File: src/rtl/barrett_mu_precomp.sv
// Barrett constant precomputation: k = clog2(m) and mu = floor(2^(2k) / m)
// via bit-serial restoring division, one quotient bit per clock.
module barrett_mu_precomp #(
    parameter int unsigned DATA_LENGTH = 64
) (
    input  logic                   clk_i,
    input  logic                   rst_i,
    input  logic                   start_i,
    input  logic [DATA_LENGTH-1:0] m_i,
    output logic                   busy_o,
    output logic                   valid_o,
    output logic                   err_o,
    output logic [DATA_LENGTH-1:0] m_o,
    output logic [DATA_LENGTH-1:0] mu_o,
    output logic [DATA_LENGTH-1:0] m_bl_o
);

    localparam int unsigned KW = $clog2(DATA_LENGTH);
    localparam int unsigned CW = KW + 1;

    typedef enum logic [1:0] {
        IDLE,
        LOG,
        DIV,
        DONE
    } state_t;

    state_t                 state;
    logic [DATA_LENGTH:0]   r;
    logic [DATA_LENGTH-1:0] q;
    logic [KW-1:0]          k;
    logic [CW-1:0]          cnt;

    logic [DATA_LENGTH-1:0] m_dec;
    logic [KW-1:0]          k_enc;
    logic                   m_bad;
    logic [DATA_LENGTH:0]   r_sh;
    logic [DATA_LENGTH:0]   r_nx;
    logic [DATA_LENGTH-1:0] q_nx;
    logic                   ge;

    // clog2(m) is one past the highest set bit of m-1
    always_comb begin
        m_dec = m_o - DATA_LENGTH'(1);
        k_enc = '0;
        for (int unsigned i = 0; i < DATA_LENGTH; i++) begin
            if (m_dec[i]) k_enc = KW'(i + 1);
        end
        m_bad = (m_o < DATA_LENGTH'(2)) || m_o[DATA_LENGTH-1];
    end

    // Dividend 2^(2k) has its single one bit at the first iteration
    always_comb begin
        r_sh = (r << 1) | {{DATA_LENGTH{1'b0}}, (cnt == {k, 1'b0})};
        ge   = (r_sh >= {1'b0, m_o});
        r_nx = ge ? (r_sh - {1'b0, m_o}) : r_sh;
        q_nx = {q[DATA_LENGTH-2:0], ge};
    end

    always_ff @(posedge clk_i) begin
        if (rst_i) begin
            state   <= IDLE;
            busy_o  <= 1'b0;
            valid_o <= 1'b0;
            err_o   <= 1'b0;
            m_o     <= '0;
            mu_o    <= '0;
            m_bl_o  <= '0;
            r       <= '0;
            q       <= '0;
            k       <= '0;
            cnt     <= '0;
        end else begin
            case (state)
                IDLE: begin
                    valid_o <= 1'b0;
                    if (start_i) begin
                        m_o    <= m_i;
                        err_o  <= 1'b0;
                        busy_o <= 1'b1;
                        state  <= LOG;
                    end
                end
                LOG: begin
                    mu_o   <= '0;
                    m_bl_o <= '0;
                    r      <= '0;
                    q      <= '0;
                    k      <= k_enc;
                    cnt    <= {k_enc, 1'b0};
                    if (m_bad) begin
                        err_o  <= 1'b1;
                        busy_o <= 1'b0;
                        state  <= DONE;
                    end else begin
                        state  <= DIV;
                    end
                end
                DIV: begin
                    r   <= r_nx;
                    q   <= q_nx;
                    cnt <= cnt - CW'(1);
                    if (cnt == '0) begin
                        mu_o    <= q_nx;
                        m_bl_o  <= DATA_LENGTH'(k);
                        valid_o <= 1'b1;
                        busy_o  <= 1'b0;
                        state   <= DONE;
                    end
                end
                DONE: begin
                    // Normal path pulsed valid on entry; error path pulses here, one edge later
                    valid_o <= err_o;
                    state   <= IDLE;
                end
                default: state <= IDLE;
            endcase
        end
    end

endmodule
File: config.mk
export PLATFORM = sky130hd
export DESIGN_NAME = barrett_mu_precomp
export DESIGN_NICKNAME = d
export VERILOG_FILES = /design/src/rtl/barrett_mu_precomp.sv
export SDC_FILE = /design/constraint.sdc
export NUM_CORES = 1
export LEC_CHECK = 0
export BUFFER_PORTS_ARGS = -buffer_cell sky130_fd_sc_hd__buf_2
export CAP_MARGIN = 20
export CORE_MARGIN = 2
export CORE_UTILIZATION = 25
export DETAILED_ROUTE_END_ITERATION = 10
export GPL_TIMING_DRIVEN = 0
export PLACE_DENSITY_LB_ADDON = 0.25
export SYNTH_ARGS = -nofsm -noshare
export SYNTH_HDL_FRONTEND = slang
export SYNTH_SLANG_ARGS = --single-unit
File: constraint.sdc
create_clock -name clk_i -period 5 [get_ports clk_i]
set_input_delay 0.25 -clock clk_i [delete_from_list [all_inputs] [get_ports clk_i]]
set_output_delay 0.25 -clock clk_i [all_outputs]
set_load 0.02 [all_outputs]
After elaboration in Yosys (flattened, before gate mapping)
Index checks and enable logic that the tools add are counted.
{"block": "word_totals", "out_inout_bits": 195, "word_cells": 122, "ff_bits": 337}
{"block": "op_classes", "n_eq_ne": 7, "n_reduce_logical": 13, "add_sub_neg": 3, "bitwise": 1, "muxes": 85, "order_cmp": 2}
{"operator": "$pmux 64 s2", "n": 3}
{"operator": "$mux 6", "n": 62}
{"operator": "$mux 64", "n": 3}
{"operator": "$pmux 63 s2", "n": 1}
{"operator": "$ge 65x64->1", "n": 1}
{"operator": "$or 65x1->65", "n": 1}
{"operator": "$lt 64x2->1 const B", "n": 1}
{"operator": "$sub 64x1->64 const B", "n": 1}
{"operator": "$sub 64x64->64", "n": 1}
{"operator": "$pmux 7 s2", "n": 1}
{"operator": "$mux 1", "n": 8}
{"operator": "$pmux 2 s4", "n": 1}
{"operator": "$reduce_and 2->1", "n": 4}
{"operator": "$eq 7x7->1", "n": 1}
{"operator": "$logic_not 7->1", "n": 1}
{"operator": "$sub 7x1->7 const B", "n": 1}
{"operator": "$mux 2", "n": 3}
{"operator": "$ne 2x2->1 const B", "n": 3}
{"operator": "$pmux 1 s3", "n": 2}
{"operator": "$reduce_bool 3->1", "n": 2}
{"operator": "$eq 2x2->1 const B", "n": 2}
{"operator": "$reduce_and 4->1", "n": 1}
{"operator": "$reduce_bool 2->1", "n": 2}
{"operator": "$reduce_and 3->1", "n": 1}
{"operator": "other kinds (4)", "n": 4}

Longest topological paths before layout
Gate-level depths: netlist of the first run.
{"block": "depth", "ltp_word": 66, "ltp_mapped": 18, "ltp_nobuf": 16}

Least setup slack after synthesis of the first run
OpenSTA, ideal clock, no wires.
{"block": "synth_path", "kind": "register -> register", "start": "register cnt[2]", "end": "register r[60]", "arrival_ps": 3884, "t_required_ps": 4883, "synth_period_minus_slack_ps": 4001, "setup_time_ps": 117, "path_buffers": 1, "path_slack_ps": 999, "path_stages_with_launch": 18, "path_cell_list": "dfxtp_1 clkbuf_1 xor2_1 nor4_1 nand4_1 ha_1 fa_1 nand2b_1 a211oi_1 o31ai_1 a2111oi_0 o31ai_1 o311ai_1 a21oi_1 a311o_1 xor2_1 o21ai_1 a22o_1"}
{"block": "synth_between", "elab_chain_len": 5}
{"item": "from (decl)", "line_no": "32", "rtl": "logic [CW-1:0] cnt;"}
{"item": "from (signal assigned)", "line_no": "90", "rtl": "cnt <= {k_enc, 1'b0};"}
{"item": "from (signal assigned)", "line_no": "102", "rtl": "cnt <= cnt - CW'(1);"}
{"item": "$eq 7x7->1 *", "line_no": "54", "rtl": "r_sh = (r << 1) | {{DATA_LENGTH{1'b0}}, (cnt == {k, 1'b0})};"}
{"item": "$or 65x1->65 *", "line_no": "54"}
{"item": "$sub 64x64->64 or $ge 65x64->1 (tied branches)", "line_no": "56, 55"}
{"item": "$mux 64 *", "line_no": "56", "rtl": "r_nx = ge ? (r_sh - {1'b0, m_o}) : r_sh;"}
{"item": "$pmux 64 s2 *", "line_no": "74", "rtl": "case (state)"}
{"item": "to (signal assigned)", "line_no": "100", "rtl": "r <= r_nx;"}
{"item": "to (decl)", "line_no": "29", "rtl": "logic [DATA_LENGTH:0] r;"}
Every way passes the cells marked *; elsewhere a longest branch is shown, timed or not.
A chain may end at the register's enable or synchronous reset.

Worst setup path after layout of the first run
{"block": "layout_path", "start": "register m_o[1]", "end": "register cnt[3]"}
{"block": "layout_between", "elab_chain_len": 63}
{"item": "from (decl)", "line_no": "13", "rtl": "output logic [DATA_LENGTH-1:0] m_o,"}
{"item": "from (signal assigned)", "line_no": "78", "rtl": "m_o <= m_i;"}
{"item": "$sub 64x1->64 *", "line_no": "44", "rtl": "m_dec = m_o - DATA_LENGTH'(1);"}
{"item": "$mux 6 (60 in a row)", "line_no": "47", "rtl": "if (m_dec[i]) k_enc = KW'(i + 1);"}
{"item": "$mux 6 *", "line_no": "47"}
{"item": "$pmux 7 s2 *", "line_no": "74"}
Marks and branches as above.

==> results of run 1 <==
layer usage:
| metal | up-vias | wire [um] | track usage, % | share of wire (%) |
|---|---|---|---|---|
| met5 | - | 0 | 0 | 0 |
| met3 | 93 | 2890 | 2.10 | 4.4 |
| met1 | 8569 | 30000 | 23.8 | 46 |
| met2 | 413 | 30400 | 29.1 | 47 |
| met4 | 0 | 2030 | 5.54 | 3.1 |
| li1 | 8997 | - | - | - |
worst max-delay path: stages (launching register included):
cell and delay, ns:
dfxtp_1 0.51, inv_1 0.23, ha_1 0.16, buf_2 0.20
or3b_1 0.47, nor3_1 0.56, nand4_1 0.30, a21oi_1 0.44
a31oi_1 0.17, o21ai_2 0.20, nand2_2 0.11, or4b_1 0.54
a31oi_1 0.44, nand2b_1 0.18, a31oi_1 0.08
logic make-up (layout without fill, tap and decap cells):
group | Yosys count | in the layout | synth area share [%]
buf+inv | 299 | 631 | 8.43
compound gates | 725 | 725 | 26.9
flops | 279 | 279 | 32.0
other cells | 1 | 60 | 0.0215
simple gates | 850 | 850 | 22.8
xor+xnor | 82 | 82 | 4.11
mux | 9 | 9 | 0.516
fa+ha+maj | 74 | 74 | 5.34
final cells by class:
| type | instances | area (sq um) | share of cell area (%) |
|---|---|---|---|
| tap | 931 | 1160 | 5.33 |
| antenna | 2 | 5.00 | 0.0229 |
| inverter | 90 | 338 | 1.54 |
| buffer | 208 | 1130 | 5.18 |
| multi-input combinational | 1798 | 10700 | 48.8 |
| sequential | 279 | 5590 | 25.5 |
| clock inverter | 15 | 287 | 1.31 |
| clock buffer | 49 | 1000 | 4.57 |
| timing repair buffer | 269 | 1680 | 7.69 |
repair_timing:
action                                  in CTS  in global routing
gates resized for setup                      1                 10
hold buffers                                63                  0
setup buffers                                1                  0
endpoints found under the setup margin       3                 15
endpoints found under the hold margin       63                  0
pin swaps                                    1                  0
worst paths after layout:
check / slack (ns) / end / cells past startpoint
setup / recovery: 0.28 / cnt[3] / 14
hold / removal: 0.07 / m_o[63] / 3
setup reg to reg: 0.28 / cnt[3] / 14
hold reg to reg: 0.48 / r[23] / 2
registers in the layout (all words and copies together), names as in the netlist, 2 cells and up:
register,count
mu_o,64
q,63
k,6
state,2
m_o,64
r,64
m_bl_o,6
cnt,7
layout by cell type, fill, tap and decap left out, drive strengths merged, types with 9 or more instances in the layout:
| cell type | Yosys | routed |
|---|---|---|
| nand2 | 349 | 349 |
| buf | 90 | 296 |
| dfxtp | 279 | 279 |
| a21oi | 240 | 240 |
| nor2 | 183 | 183 |
| clkbuf | 118 | 166 |
| o21ai | 123 | 123 |
| nand3 | 109 | 109 |
| inv | 88 | 91 |
| ha | 73 | 73 |
| a22oi | 70 | 70 |
| nor3 | 66 | 66 |
| dlygate4sd3 | 0 | 63 |
| conb | 1 | 58 |
| xnor2 | 47 | 47 |
| a21o | 44 | 44 |
| xor2 | 35 | 35 |
| a22o | 34 | 34 |
| nand4 | 33 | 33 |
| nor4 | 28 | 28 |
| a31oi | 27 | 27 |
| a211oi | 26 | 26 |
| and3 | 21 | 21 |
| o31ai | 20 | 20 |
| a32oi | 15 | 15 |
| o21a | 13 | 13 |
| nand2b | 13 | 13 |
| o211ai | 12 | 12 |
| o21bai | 10 | 10 |
| and4 | 9 | 9 |
| mux2i | 9 | 9 |
metrics by stage:
step                power [W]  area, sq um  std cells
finish                 0.0106        21900       3641
global route           0.0113        21900       3639
CTS                    0.0106        21800       3640
detailed placement    0.00758        19900       3512
global placement      0.00759        19900       3509
floorplan             0.00600        17700       2376
power groups by stage:
stage	Sequential, W	Clock [W]	Combinational, W
3_5_place_dp	0.00265	0	0.00493
2_1_floorplan	0.00270	0	0.00330
3_3_place_gp	0.00265	0	0.00494
6_report	0.00260	0.00287	0.00509
5_1_grt	0.00263	0.00304	0.00559
4_1_cts	0.00260	0.00295	0.00502
==> metrics.txt, run 1 <==
crit path from m_o[1]; Reg2Reg Launch Point m_o[1]; RSZ-0062 raised after global routing false; pin count of the biggest net entering global routing 13; Routed Antenna Nets 0; TritonRoute pass-1 iters 5; EDFF count, synth 0; worst slew pin tran 1.07 ns; Max clock buf depth 3; Logic pwr share about half; mean routed wirelength per cell about 18 um; vias in the first global route 16,848; Setup TNS Final 0 ns; Seq cells post-synth around 280; vias per cell between 4 and 5; Vias 18,072; PortBufs about 200; Max-Cap Viols 0; Area growth syn-to-layout 25.2%; fmax roughly 210 MHz; worst-path maximum fanout 11; Post-layout nets 2,823; CTS tree yes; cell with the most instances after synthesis nand2_1; power density cells 483 nW/um^2; Commonest cells post-synth nand2_1, dfxtp_1, a21oi_1; Final Critical Period between 4 and 5 ns; dpl ws -0.0689 ns; crit path DAT around 5.2 ns; Sequential Power Share 24.6%; Core Region 68,900 sq um; worst skew pair latency between 0.5 and 0.6 ns; Fin. Hold Viols 0; P_int 0.00576 W; Startpoint Class register; I/O Pins 262; Distinct cells, synth 91; clock skew 0.0181 ns; async set or reset register ratio after synthesis 0%; Yosys top cell area share 32.0%; HP Start m_i[63]; Slew Viols, Final 0; switching share of power 45.5%; post-synth top area cell dfxtp_1; post-synthesis cell count 2,319; Vert. Die Dim 268 um; synth warn 0; crit end category register; all-layer global routing usage 17.6%; CTS root buffer clkbuf_16; share of post-route cells with drive strength above 1 between 10% and 20%; Core Rows 96; die width approximately 270 um; Final setup viols 0; VDD IR max 0.236 mV; clock power share a little over a quarter; Iter 0 DRT Violations 1,334; Die ar. 72,000 sq um; worst relative slew slack a little under 30%; first-pass GRT wire length approximately 100,000 um; Mean Syn Cell Area ~7.5 sq um; Setup CP Type reg2reg; Area contributors post-synth dfxtp_1, nand2_1, a21oi_1; number of CTS-inserted buffers 36; Routed Wire Length approximately 65,000 um; WHS 0.0689 ns; Fillers 7,460; GRT overflow 0; Syn Std Cell Area 17,500 sq um; setup ws final 0.281 ns; antenna violations before repair 1; Initial Utilization around 25%; utilization after layout a little under a third; share of the yosys chip area belonging to registers 32.0%; worst hold path type in2reg; Leak Pwr 8.96 nW; Clock Pin Slew Worst Setup and Hold Paths 0.06 ns; fin crit share 94.4%; htree depth 2; Worst Path Required approximately 5.4 ns; status finished, final reports clean; clock sink count 279; Final GP Congestion 0.910; drt drc 0; dominant synthesized flop cell dfxtp_1; hpwl dp approximately 50,000 um; Net Sw Power 0.00481 W
Note: power is estimated with default switching activity, not from simulation.
==> run 2, diff against run 1 <==
--- a/config.mk
+++ b/config.mk
@@ -7,7 +7,7 @@
 export LEC_CHECK = 0
 export BUFFER_PORTS_ARGS = -buffer_cell sky130_fd_sc_hd__buf_2
 export CAP_MARGIN = 20
-export CORE_MARGIN = 2
+export CORE_MARGIN = 5
 export CORE_UTILIZATION = 25
 export DETAILED_ROUTE_END_ITERATION = 10
 export GPL_TIMING_DRIVEN = 0
==> run 2 against run 1 <==
  * Global-route usage down 0.71 points
  * Critical path type unchanged
  * Largest power group unchanged
  * Register-to-register slack worse by 0.05 ns
  * Clock skew up 0.013 ns
==> metrics.txt, run 2 (synthesis results as in run 1) <==
status finished, final reports clean; Setup CP Type reg2reg; crit end category register; Routed Antenna Nets 0; crit path from cnt[2]; pin count of the biggest net entering global routing 12; # diodes 0; vias in the first global route 16,889; fmax ~210 MHz; Core Region 69,700 sq um; die width 274 um; Clock Pin Slew Worst Setup and Hold Paths approximately 0.070 ns; WL met2 30,300 um; Vert. Die Dim around 270 um; worst relative slew slack 26.6%; number of CTS-inserted buffers 37; Slew Viols, Final 0; HP Start rst_i; Final setup viols 0; all-layer global routing usage between 10% and 20%; drt drc 0; VDD IR max 0.257 mV; Iter 0 DRT Violations 1,284; PortBufs between 200 and 250; worst hold path type in2reg; crit path DAT 5.23 ns; htree depth 2; WHS between 0.09 and 0.1 ns; first-pass GRT wire length 101,000 um; CTS root buffer clkbuf_16; Leak Pwr 8.95 nW; Area growth syn-to-layout 24.9%; Reg2Reg Launch Point cnt[2]; worst slew pin tran 1.09 ns; Final GP Congestion about 0.89; Final Critical Period 4.77 ns; Post-layout nets 2,825; clock skew 0.0313 ns; I/O Pins 262; Top Registers m_o: 64 flops, mu_o: 64 flops, r: 64 flops; clock sink count around 280; Max clock buf depth 3; mean routed wirelength per cell ~18 um; Tot Pwr between 0.01 and 0.015 W; setup ws final 0.229 ns; GRT overflow 0; CTS tree yes; Max-Cap Viols 0; Core Rows 97; Startpoint Class register; Initial Utilization roughly a quarter; Worst Path Required 5.46 ns; Routed Wire Length 66,400 um; Die ar. 75,300 sq um; vias per cell 4.95; worst-path maximum fanout 7; TritonRoute pass-1 iters 5; antenna violations before repair 2; fin crit share 95.4%; M1 WL 31,200 um; dpl ws -0.564 ns; power density cells 482 nW/um^2; share of post-route cells with drive strength above 1 14.5%; commonest non-fill, non-tap cell in the layout nand2_1; routed length on met3 about 3700 um; Fin. Hold Viols 0; commonest cells after routing, fill and taps aside nand2_1, dfxtp_1, a21oi_1; worst skew pair latency 0.58 ns; hpwl dp 50,300 um; Vias 18,045; top sig layer met5
-- run 2: cell types whose count changed in the layout (fill, tap and decap cells not counted), moves of 2 or more --
| cell | before | now |
|---|---|---|
| clkbuf_1 | 120 | 117 |
| o31ai_2 | 3 | 1 |
| bufinv_16 | 7 | 5 |
| diode_2 | 2 | 0 |
| o31ai_1 | 17 | 19 |
| clkbuf_8 | 6 | 2 |
| clkinv_2 | 3 | 7 |
-- run 2: path summary, 6_finish.rpt --
path	depth (start not counted)	to	slack, ns
setup / recovery	16	r[60]	0.23
hold / removal	4	k[5]	0.1
setup reg to reg	16	r[60]	0.23
hold reg to reg	2	r[19]	0.47
-- run 2: power by group --
group	switching, W	internal (W)
Combinational	0.00355	0.00161
Clock	0.00112	0.00164
Sequential	0.000231	0.00237
Total	0.00490	0.00562
-- run 2: cell type report --
class / count / area (sq um)
Tap cell: 940 / 1180
Timing Repair Buffer: 270 / 1700
Multi-Input combinational cell: 1798 / 10700
Fill cell: 7620 / 47800
Buffer: 208 / 1130
Clock buffer: 43 / 958
Inverter: 90 / 338
Sequential cell: 279 / 5590
Clock inverter: 17 / 268
-- run 2: layer usage --
metal / track usage, % / vias up
met5: 0 / -
met4: 3.97 / 2
met3: 2.67 / 75
met2: 27.4 / 494
met1: 23.6 / 8473
li1: - / 9001
-- run 2: stage by stage --
| step | cells | TNS, ns | area (sq um) | util (%) |
|---|---|---|---|---|
| after global placement | 3518 | -1.78 | 19900 | 28.5 |
| after global routing | 3645 | -0.0138 | 21800 | 31.3 |
| after detailed placement | 3521 | -1.42 | 19900 | 28.6 |
| final | 3645 | 0 | 21800 | 31.3 |
| after floorplan | 2376 | 0 | 17700 | - |
| after CTS | 3645 | 0 | 21800 | 31.3 |
-- run 2: repair_timing --
action / 4_1_cts / 5_1_grt
gates resized for setup: 5 / 7
endpoints found under the setup margin: 5 / 9
pin swaps: 0 / 2
endpoints found under the hold margin: 64 / 0
hold buffers: 64 / 0
setup buffers: 0 / 1
-- run 2: critical path: stages (launching register included) --
cell and delay [ns]:
dfxtp_1 0.48, xor2_1 0.11, nor4_1 0.26, nand4_1 0.27, ha_1 0.31, fa_1 0.41
nand2b_1 0.18, a211oi_1 0.32, o31ai_1 0.25, a2111oi_2 0.56, o31ai_2 0.19, o311ai_2 0.32
a21oi_1 0.21, a311o_1 0.32, xor2_1 0.16, o21ai_1 0.09, a22o_1 0.19
==> run 3, diff against run 2 <==
--- a/config.mk
+++ b/config.mk
@@ -5,6 +5,7 @@
 export SDC_FILE = /design/constraint.sdc
 export NUM_CORES = 1
 export LEC_CHECK = 0
+export ABC_CLOCK_PERIOD_IN_PS = 5000
 export BUFFER_PORTS_ARGS = -buffer_cell sky130_fd_sc_hd__buf_2
 export CAP_MARGIN = 20
 export CORE_MARGIN = 5
@@ -12,6 +13,7 @@
 export DETAILED_ROUTE_END_ITERATION = 10
 export GPL_TIMING_DRIVEN = 0
 export PLACE_DENSITY_LB_ADDON = 0.25
+export SETUP_SLACK_MARGIN = 0.5
 export SYNTH_ARGS = -nofsm -noshare
 export SYNTH_HDL_FRONTEND = slang
 export SYNTH_SLANG_ARGS = --single-unit
==> run 3 against run 2 <==
  * Fmax increased by 9.6%
  * Via count increased by 0.12%
  * Final cell count increased by 0.22%
  * Critical path depth decreased by 2
  * Sequential cell count unchanged
  * Worst setup slack improved by 0.42 ns
  * First-iteration DRC count decreased by 6.0%
  * Non-clock buffer count increased by 8
  * Count of clock-buffer cells in the layout unchanged
  * Total power increased by 1.2%
  * Utilization increased by 0.26 points
  * Highest routed layer unchanged
==> metrics.txt, run 3 (synthesis results as in run 1) <==
crit path DAT 4.79 ns; # diodes 0; Initial Utilization between 20% and 30%; clock skew 0.0281 ns; worst-path maximum fanout 11; reg2reg path depth 14; Final Critical Period 4.35 ns; CTS tree yes; PortBufs 202; Worst Path Required about 5.4 ns; worst skew pair latency 0.58 ns; Setup CP Type reg2reg; fmax 230 MHz; I/O Pins 262; Core Region approximately 70,000 sq um; GRT overflow 0; Top Registers m_o: 64 flops, mu_o: 64 flops, r: 64 flops; antenna violations before repair 1; Fillers approximately 7,600; Post-layout nets 2,833; Max clock buf depth 3; status finished, final reports clean; Slew Viols, Final 0; critical path's slowest cell or4b_1; Setup TNS Final 0 ns; CP dominant cell by count a31oi_1; Routed Antenna Nets 0; Vert. Die Dim approximately 270 um; VDD IR max roughly 0.26 mV; Leak Pwr 9.02 nW; Iter 0 DRT Violations between 1,000 and 1,500; Final GP Congestion 0.892; first-pass GRT wire length 101,000 um; CTS root buffer clkbuf_16; power density cells 484 nW/um^2; Fin. Hold Viols 0; mean routed wirelength per cell about 18 um; crit end category register; Clock Pin Slew Worst Setup and Hold Paths 0.06 ns; Die ar. 75,300 sq um; Final Non-Filler Cells 3,653; die width 274 um; drt drc 0; vias in the first global route roughly 17,000; commonest non-fill, non-tap cell in the layout nand2_1; number of CTS-inserted buffers 37; utilization after layout between 30% and 40%; dpl cells 3,521; hold path depth 4; Vias 18,066; fin crit share 87.1%; Routed Wire Length 66,600 um; worst hold path type in2reg; pin count of the biggest net entering global routing 12; commonest cells after routing, fill and taps aside nand2_1, dfxtp_1, a21oi_1; vias per cell 4.95; CP Cell Sequence inv_1 > ha_1 > buf_2 > or3b_1 > nor3_2 > nand4_1 > a21oi_1 > a31oi_1 > o21ai_2 > nand2_2 > or4b_1 > a31oi_1 > nand2b_1 > a31oi_1; Final setup viols 0; all-layer global routing usage 16.9%; Crit path largest cell delay 0.54 ns; hpwl dp 50,300 um; Max-Cap Viols 0; Area growth syn-to-layout 26.0%; RSZ-0062 raised after global routing true; Startpoint Class register; TritonRoute pass-1 iters 6; Core Rows 97; worst slew pin tran between 0.9 and 1 ns; worst relative slew slack 34.5%; share of post-route cells with drive strength above 1 15.3%; clock sink count 279; htree depth 2
run 3: repair_timing:
item	in CTS	in global routing
resized for setup	20	16
hold buffers	64	0
buffers inserted	5	3
pin swaps	5	9
hold endpoints to repair	64	0
setup endpoints to repair	25	74
run 3: final timing paths:
path                              from     end  slack [ns]
worst max-delay path            m_o[1]  cnt[3]        0.65
worst min-delay path             rst_i    k[5]        0.09
worst max register to register  m_o[1]  cnt[3]        0.65
worst min register to register   r[19]   r[19]        0.48
run 3: layout make-up:
| class | count | area (sq um) | share of cell area [%] |
|---|---|---|---|
| plain buffers | 209 | 1140 | 5.19 |
| clock buffers | 43 | 958 | 4.35 |
| clock inverters | 17 | 268 | 1.22 |
| inverters | 90 | 338 | 1.53 |
| multi-input cells | 1798 | 10800 | 49.0 |
| flip-flops and latches | 279 | 5590 | 25.4 |
| well taps | 940 | 1180 | 5.34 |
| repair buffers | 277 | 1760 | 8.00 |
run 3: critical path, delay by kind of cell (launching register included):
kind	cells	cell delay [ns]
AO/OA/AOI/OAI	5	1.24
adder cells (fa/ha/maj)	1	0.15
buffers and inverters	2	0.34
flip-flops	1	0.41
AND/OR/NAND/NOR	6	2.09
run 3: per-layer routing:
metal / vias to the layer above / share of wire [%] / track usage, %
met4: 2 / 2.1 / 3.94
met3: 82 / 5.6 / 2.58
met2: 459 / 46 / 27.5
li1: 9002 / - / -
met1: 8521 / 47 / 23.7
met5: - / 0.020 / 0
run 3: per-stage QoR:
step | area (sq um) | setup slack, ns | hold WS (ns) | total power (W)
detailed placement | 19900 | -0.564 | 0.462 | 0.00769
global placement | 19900 | -0.611 | 0.460 | 0.00770
floorplan | 17700 | 0.999 | 0.386 | 0.00600
global route | 22000 | 0.478 | 0.138 | 0.0114
CTS | 21900 | 0.532 | 0.0485 | 0.0106
finish | 22000 | 0.647 | 0.0918 | 0.0107
run 3: power by group:
group / total, W / internal [W] / switching [W]
combinational: 0.00530 / 0.00167 / 0.00362
sequential: 0.00260 / 0.00237 / 0.000226
clock: 0.00275 / 0.00164 / 0.00111
total: 0.0107 / 0.00569 / 0.00496
